$ cat src/rtl/ic_fetch.sv
// Instruction-fetch stage: issues one request at a time, holds the fetched item
// for the decode stage, and redirects on flush (highest priority) or taken branch.
module ic_fetch #(
  parameter logic [31:0] RESET_PC     = 32'hBFC0_0000,
  parameter int          EXC_ADEL_BIT = 4
) (
  input  logic        clk_i,
  input  logic        rst_i,
  input  logic [5:0]  stall_i,
  input  logic        flush_i,
  input  logic [31:0] new_pc_i,
  input  logic        br_e_i,
  input  logic [31:0] br_addr_i,
  output logic        inst_req_o,
  output logic [31:0] inst_addr_o,
  input  logic        inst_addr_ok_i,
  input  logic        inst_data_ok_i,
  input  logic [31:0] inst_rdata_i,
  output logic [64:0] ic_to_id_bus_o,
  output logic [31:0] ic_inst_o,
  output logic        stallreq_ic_o
);

  typedef enum logic [1:0] {
    IDLE      = 2'd0,
    WAIT_ADDR = 2'd1,
    WAIT_DATA = 2'd2,
    DONE      = 2'd3
  } state_e;

  state_e      state_q, state_d;
  logic [31:0] fetch_pc_q, fetch_pc_d;
  logic [31:0] inst_buf_q, inst_buf_d;
  logic [31:0] exc_q, exc_d;
  logic        flush_pend_q, flush_pend_d;
  logic [31:0] flush_addr_q, flush_addr_d;
  logic        br_pend_q, br_pend_d;
  logic [31:0] br_addr_q, br_addr_d;
  logic        cancel_q, cancel_d;
  logic        inst_req_s;
  logic        redirect_s;
  logic [31:0] flush_tgt_s;

  // State and context registers.
  always_ff @(posedge clk_i or posedge rst_i) begin
    if (rst_i) begin
      state_q      <= IDLE;
      fetch_pc_q   <= RESET_PC;
      inst_buf_q   <= 32'h0000_0000;
      exc_q        <= 32'h0000_0000;
      flush_pend_q <= 1'b0;
      flush_addr_q <= 32'h0000_0000;
      br_pend_q    <= 1'b0;
      br_addr_q    <= 32'h0000_0000;
      cancel_q     <= 1'b0;
    end else begin
      state_q      <= state_d;
      fetch_pc_q   <= fetch_pc_d;
      inst_buf_q   <= inst_buf_d;
      exc_q        <= exc_d;
      flush_pend_q <= flush_pend_d;
      flush_addr_q <= flush_addr_d;
      br_pend_q    <= br_pend_d;
      br_addr_q    <= br_addr_d;
      cancel_q     <= cancel_d;
    end
  end

  // Next-state logic: redirect capture first, then per-state transitions.
  always_comb begin
    state_d      = state_q;
    fetch_pc_d   = fetch_pc_q;
    inst_buf_d   = inst_buf_q;
    exc_d        = exc_q;
    flush_pend_d = flush_pend_q;
    flush_addr_d = flush_addr_q;
    br_pend_d    = br_pend_q;
    br_addr_d    = br_addr_q;
    cancel_d     = cancel_q;
    inst_req_s   = 1'b0;
    redirect_s   = 1'b0;
    flush_tgt_s  = flush_i ? new_pc_i : flush_addr_q;

    if (flush_i) begin
      flush_pend_d = 1'b1;
      flush_addr_d = new_pc_i;
    end else if (br_e_i && !flush_pend_q) begin
      br_pend_d = 1'b1;
      br_addr_d = br_addr_i;
    end else begin
      br_pend_d = br_pend_q;
    end

    case (state_q)
      IDLE: begin
        if (fetch_pc_q[1:0] != 2'b00) begin
          if (flush_i) begin
            redirect_s = 1'b1;
          end else begin
            state_d    = DONE;
            exc_d      = 32'h0000_0001 << EXC_ADEL_BIT;
            inst_buf_d = 32'h0000_0000;
          end
        end else begin
          inst_req_s = 1'b1;
          cancel_d   = flush_i;
          state_d    = inst_addr_ok_i ? WAIT_DATA : WAIT_ADDR;
        end
      end
      WAIT_ADDR: begin
        inst_req_s = 1'b1;
        cancel_d   = cancel_q | flush_i;
        if (inst_addr_ok_i) begin
          state_d = WAIT_DATA;
        end else begin
          state_d = WAIT_ADDR;
        end
      end
      WAIT_DATA: begin
        cancel_d = cancel_q | flush_i;
        if (inst_data_ok_i) begin
          if (cancel_q || flush_i) begin
            redirect_s = 1'b1;
          end else begin
            inst_buf_d = inst_rdata_i;
            exc_d      = 32'h0000_0000;
            state_d    = DONE;
          end
        end else begin
          state_d = WAIT_DATA;
        end
      end
      DONE: begin
        if (flush_i) begin
          redirect_s = 1'b1;
        end else if (!stall_i[1]) begin
          state_d      = IDLE;
          flush_pend_d = 1'b0;
          br_pend_d    = 1'b0;
          if (flush_pend_q) begin
            fetch_pc_d = flush_addr_q;
          end else if (br_e_i) begin
            fetch_pc_d = br_addr_i;
          end else if (br_pend_q) begin
            fetch_pc_d = br_addr_q;
          end else begin
            fetch_pc_d = fetch_pc_q + 32'd4;
          end
        end else begin
          state_d = DONE;
        end
      end
      default: begin
        state_d = IDLE;
      end
    endcase

    // A cancelled or dropped fetch restarts at the flush target; any branch is superseded.
    if (redirect_s) begin
      state_d      = IDLE;
      fetch_pc_d   = flush_tgt_s;
      flush_pend_d = 1'b0;
      br_pend_d    = 1'b0;
      cancel_d     = 1'b0;
    end else begin
      cancel_d = cancel_d;
    end
  end

  // Output decode; everything is forced low while reset is held.
  always_comb begin
    inst_req_o     = 1'b0;
    inst_addr_o    = 32'h0000_0000;
    ic_to_id_bus_o = 65'h0;
    ic_inst_o      = 32'h0000_0000;
    stallreq_ic_o  = 1'b0;
    if (!rst_i) begin
      inst_req_o    = inst_req_s;
      inst_addr_o   = inst_req_s ? fetch_pc_q : 32'h0000_0000;
      stallreq_ic_o = (state_q != DONE);
      if (state_q == DONE) begin
        ic_to_id_bus_o = {exc_q, 1'b1, fetch_pc_q};
        ic_inst_o      = inst_buf_q;
      end else begin
        ic_to_id_bus_o = 65'h0;
      end
    end else begin
      inst_req_o = 1'b0;
    end
  end

endmodule

$ cat config.mk
export PLATFORM = sky130hd
export DESIGN_NAME = ic_fetch
export DESIGN_NICKNAME = d
export VERILOG_FILES = /design/src/rtl/ic_fetch.sv
export SDC_FILE = /design/constraint.sdc
export NUM_CORES = 1
export LEC_CHECK = 0
export BUFFER_PORTS_ARGS = -buffer_cell sky130_fd_sc_hd__buf_4
export CAP_MARGIN = 20
export CORE_UTILIZATION = 53
export CTS_CLUSTER_DIAMETER = 150
export DETAILED_ROUTE_END_ITERATION = 8
export PLACE_DENSITY = 0.79
export SETUP_SLACK_MARGIN = 0.4
export SYNTH_ARGS = -nofsm -noshare
export SYNTH_HDL_FRONTEND = slang
export SYNTH_SLANG_ARGS = --single-unit
$ cat constraint.sdc
create_clock -name clk_i -period 4.5 [get_ports clk_i]
set_input_delay 0.45 -clock clk_i [delete_from_list [all_inputs] [get_ports clk_i]]
set_output_delay 0.45 -clock clk_i [all_outputs]
set_load 0.01 [all_outputs]
# Word level (Yosys, flattened, before mapping)

Index checks and enable logic that the tools add are counted.

Flip-flop bits (word level): 165

$add $sub $neg: 1
Bitwise operators: 2
Reduce and logical (&&, ||, !) cells: 14
Eq/ne operators: 14
Multiplexer cells: 56

Operators by type and width:

| cell                                                                  | count |
|---|---|
| 32-bit two-way mux                                                    | 20 |
| 65-bit two-way mux                                                    | 2 |
| 32-bit case mux with 2 select lines                                   | 2 |
| 32-bit by 3-bit adder with 32-bit output, second input constant       | 1 |
| 1-bit two-way mux                                                     | 20 |
| 2-bit two-way mux                                                     | 8 |
| 2-bit != test, second input constant                                  | 5 |
| 4-bit != test, second input constant                                  | 2 |
| 2-bit case mux with 4 select lines                                    | 1 |
| 3-bit != test, second input constant                                  | 2 |
| 3-bit AND reduction                                                   | 2 |
| 2-bit nonzero test                                                    | 3 |
| 5-bit AND reduction                                                   | 1 |
| 2-bit equality test, second input constant                            | 2 |
| 2-bit by 1-bit != test with 1-bit output, second input constant       | 2 |
| 1-bit case mux with 2 select lines                                    | 2 |
| 2-bit AND reduction                                                   | 2 |
| 1-bit case mux with 3 select lines                                    | 1 |
| 3-bit nonzero test                                                    | 1 |
| 2-bit by 1-bit equality test with 1-bit output, second input constant | 1 |
| 2-bit zero test                                                       | 1 |
| 2-bit OR reduction                                                    | 1 |
| 1-bit logical AND                                                     | 1 |
| 1-bit zero test                                                       | 1 |
| 3 further kinds                                                       | 3 |

# Logic depth before layout (Yosys ltp)

Depth in word-level cells: 8
Gate-level depth with buffers: 10
Mapped depth without buffers: 8

# Worst setup path after synthesis

Ideal clock, no wire load.

Path type: in2out
Start: input port rst_i
End: output port inst_addr_o[0]
Setup slack: 0.351 ns
Required time: 4.050 ns
Path buffers: 0
Data arrival time: 3.699 ns
Cell stages on the path: 2
Cell sequence: inv_1 -> and3_1

Word-level cells in the longest chain between the ends: 1

RTL lines:

| item               | line | RTL |
|---|---|---|
| from (decl)        | 8    | `input logic rst_i,` |
| 32-bit two-way mux | 177  | `if (!rst_i) begin` |
| to (decl)          | 15   | `output logic [31:0] inst_addr_o,` |

Every way passes these cells.

# Final worst setup path

Start: register state_q[0]
End: register fetch_pc_q[11]

Word-level cells in the longest chain between the ends: 4

RTL lines:

| item                                                                                     | line | RTL |
|---|---|---|
| from (decl)                                                                              | 31   | `state_e state_q, state_d;` |
| from (signal assigned)                                                                   | 57   | `state_q <= state_d;` |
| 2-bit equality test or 2-bit zero test (tied branches)                                   | 94   | `case (state_q)` |
| 1-bit case mux with 3 select lines                                                       | 94   |  |
| 2-bit by 1-bit != test with 1-bit output (no line) or 2-bit nonzero test (tied branches) | n/a  |  |
| 3-bit AND reduction (no line)                                                            | n/a  |  |
| to (signal assigned)                                                                     | 58   | `fetch_pc_q <= fetch_pc_d;` |
| to (decl)                                                                                | 32   | `logic [31:0] fetch_pc_q, fetch_pc_d;` |

Several ways; a longest one is shown, not always the timed one.
A chain may end at the register's enable or synchronous reset.

==> impl_metrics.py <==
metrics = {
    "floorplan": {
        "num_rows": 44,
        "pin_count": 239,
        "die_w_um": 124.6,
        "chipHeight_um": 124.6,
        "start_util_pct": 54.60,
        "core_area_um2": 14590,
        "die_area_um2": 15520,
    },
    "sta": {
        "whs_ns": 0.2499,
        "clock.fmax_ghz": 0.3167,
        "slew_violations": 0,
        "setup_violations": 0,
        "worst_slew_pin_slew_ns": 1.121,
        "period_minus_slack_ns": 3.158,
        "relSlewSlack_pct": 25.12,
        "rsz0062_at_grt": "no",
        "finClkSkew_ns": 0.007329,
        "hold_violations": 0,
        "fin_ws_ns": 1.342,
        "setup_tns_ns": 0,
        "fin_crit_sh_pct": 70.18,
    },
    "power_and_ir_drop": {
        "total_leakage_power_nw": 4.651,
        "total_power_mw": 5.989,
        "powerDensity_nw_per_um2": 590.7,
        "ir_worst_vdd_mv": 0.3406,
    },
    "layout": {
        "syn_to_final_growth_pct": 27.29,
        "final_nets": 1159,
        "drive_above_1_share_pct": 32.64,
        "fin_cells": 1241,
        "fin_area_um2": 10140,
        "fillers": 1167,
        "postLayoutCoreUtil_pct": 69.49,
        "antenna_cells": 0,
    },
    "setup_path": {
        "cp.required_ns": 4.80,
        "cp_max_fo": 38,
        "cpMostUsedCell": "buf_4",
        "arrival_ns": 3.46,
        "critical_path_class": "reg -> reg",
        "crit_buf_inv": 3,
        "startpoint_type": "flip-flop",
        "critPathTopFamily": "compound AO/OA/AOI/OAI gates",
        "path_cells": "inv_1, ha_1, buf_4, a31oi_4, a211o_1, buf_4, o211ai_1, a21oi_1, o22ai_1",
        "cpPeakStageDelay_ns": 0.84,
        "cp-end-kind": "flip-flop",
        "critPathSlowestCell": "a211o_1",
    },
    "route": {
        "post_drt_wl_per_cell_um": 17.05,
        "drc_errors": 0,
        "dr.pass1.iters": 6,
        "vias": 6990,
        "antenna_left": 0,
        "wl_um": 21160,
        "avgViaCountPerCell": 5.633,
        "drt_iter0_drc": 516,
    },
    "clocking": {
        "post_cts_resized": 0,
        "post_cts_buffers": 0,
        "cts-root-buf": "clkbuf_16",
        "numCtsBuffers": 17,
        "clk_latency_ns": 0.42,
        "cts_hold_buf": 0,
        "clk_pin_slew_ns": 0.06,
        "cts_tree": "yes",
        "clk_path_buf_depth": 2,
        "cts_sinks": 134,
        "cts_max_level": 4,
    },
    "synthesis": {
        "syn_area_um2": 7965,
        "yosysUniqueCellTypes": 66,
        "yosysWarnings": 0,
        "synth.ff_latch_count": 134,
        "post_synth_inst_count": 871,
        "synth_flop_cell": "dfrtp_1",
        "async_flop_share_pct": 100.0,
        "synth-seq-area-share_pct": 42.24,
        "synth.avg_cell_area_um2": 9.145,
        "synth-edff-count": 0,
    },
    "global_routing": {
        "grt_max_degree": 75,
        "antenna_found_initial": 0,
        "use_met1_pct": 35.91,
        "grt_pass1_wl_um": 34930,
        "gr-max-usage-layer": "met2",
        "grtUsageMet2_pct": 46.44,
        "grt_pass1_vias": 6922,
        "grt_overflow": 0,
        "grt_usage_pct": 28.12,
        "grt_use_met3_pct": 7.174,
    },
    "min_path": {
        "hold_path.class": "in -> reg",
    },
    "place": {
        "dp.cells": 1208,
        "post-place-ws_ns": 1.410,
        "portBuffers": 202,
        "gp_congestion": 0.8294,
        "post-dp-hpwl_um": 14360,
        "placed_cell_area_um2": 9438,
    },
    "job": {
        "drv_cap": 0,
    },
    "run_status": {
        "outcome": "completed",
    },
}
registers in the layout (all words and copies together), names as in the netlist:
signal	cells
cancel_q	1
flush_addr_q	32
fetch_pc_q	32
br_pend_q	1
state_q	2
inst_buf_q	32
exc_q	1
flush_pend_q	1
br_addr_q	32
where the power goes:
part / total, mW / switching, mW / internal (mW)
combinational: 2.30 / 1.32 / 0.986
sequential: 2.08 / 0.429 / 1.65
clock: 1.60 / 0.522 / 1.08
layer usage:
| metal | up-vias | wire [um] |
|---|---|---|
| met2 | 292 | 10410 |
| met4 | 0 | 336 |
| met1 | 3360 | 8670 |
| met3 | 22 | 1736 |
| li1 | 3316 | - |
| met5 | - | 0 |
worst reg2reg max path, cell delays in order (launching register included):
cell,delay (ns)
dfrtp_1,0.46
inv_1,0.12
ha_1,0.24
buf_4,0.26
a31oi_4,0.26
a211o_1,0.84
buf_4,0.43
o211ai_1,0.14
a21oi_1,0.18
o22ai_1,0.10
logic make-up after synthesis:
group	synth area share (%)
AND/OR/NAND/NOR	20.70
AO/OA/AOI/OAI	17.19
flip-flops	42.24
buffers and inverters	7.132
multiplexers	9.174
XOR/XNOR	2.419
adder cells (fa/ha/maj)	1.100
other	0.04708
placed cells by master, fill, tap and decap left out, types with 6 or more instances in the layout:
cell type and instances:
clkbuf_16 17, dfrtp_1 124, bufinv_16 6, a21oi_1 49, ha_1 7, o21ai_1 13, and3_1 6, o211ai_1 17
and2_1 94, nand3_1 13, mux2_2 60, buf_4 215, conb_1 31, nand2_1 126, xnor2_1 18, dfstp_2 9
inv_1 14, o21ai_0 78, nor2_1 31, nor3_1 10, a22oi_1 17
worst paths after layout:
| check | from | to | slack (ns) | cells after the start |
|---|---|---|---|---|
| max | state_q[0] | fetch_pc_q[11] | 1.34 | 9 |
| min | br_addr_i[1] | br_addr_q[1] | 0.25 | 3 |
| max reg2reg | state_q[0] | fetch_pc_q[11] | 1.34 | 9 |
| min reg2reg | inst_buf_q[15] | inst_buf_q[15] | 0.47 | 2 |
| max in group asynchronous | rst_i | flush_pend_q | 2.62 | 4 |
| min in group asynchronous | rst_i | inst_buf_q[24] | 0.37 | 3 |
synth_stat cells (4+ instances only):
master | number | share of area, %
clkbuf_1 | 35 | 1.6
o22ai_1 | 4 | 0.31
dfrtp_1 | 125 | 39
buf_2 | 19 | 1.2
inv_1 | 15 | 0.71
o21ai_1 | 13 | 0.82
mux2_2 | 60 | 8.5
a22oi_1 | 17 | 1.6
a211oi_1 | 5 | 0.47
ha_1 | 7 | 1.1
o21ai_0 | 78 | 4.9
and2_1 | 94 | 7.4
o211ai_1 | 17 | 1.6
xnor2_1 | 18 | 2.0
nand3b_1 | 5 | 0.47
nor3_1 | 11 | 0.69
nand3_1 | 13 | 0.82
and3_1 | 6 | 0.47
dfstp_2 | 9 | 3.0
nand2_1 | 126 | 5.9
a221oi_1 | 4 | 0.44
a21oi_1 | 49 | 3.1
xor2_1 | 4 | 0.44
mux2i_1 | 4 | 0.50
nor2b_1 | 4 | 0.31
nor2_1 | 32 | 1.5
and4_1 | 5 | 0.55
buf_4 | 34 | 3.2
cell type report:
class / instances / area, um^2 / share of cell area, %
Timing Repair Buffer: 216 / 1625 / 16.03
Inverter: 15 / 60.06 / 0.5924
Multi-Input combinational cell: 660 / 4168 / 41.11
Sequential cell: 134 / 3366 / 33.20
Tap cell: 184 / 230.2 / 2.271
Clock buffer: 20 / 466.7 / 4.603
Clock inverter: 12 / 222.7 / 2.197
Note: power is estimated with default switching activity, not from simulation.
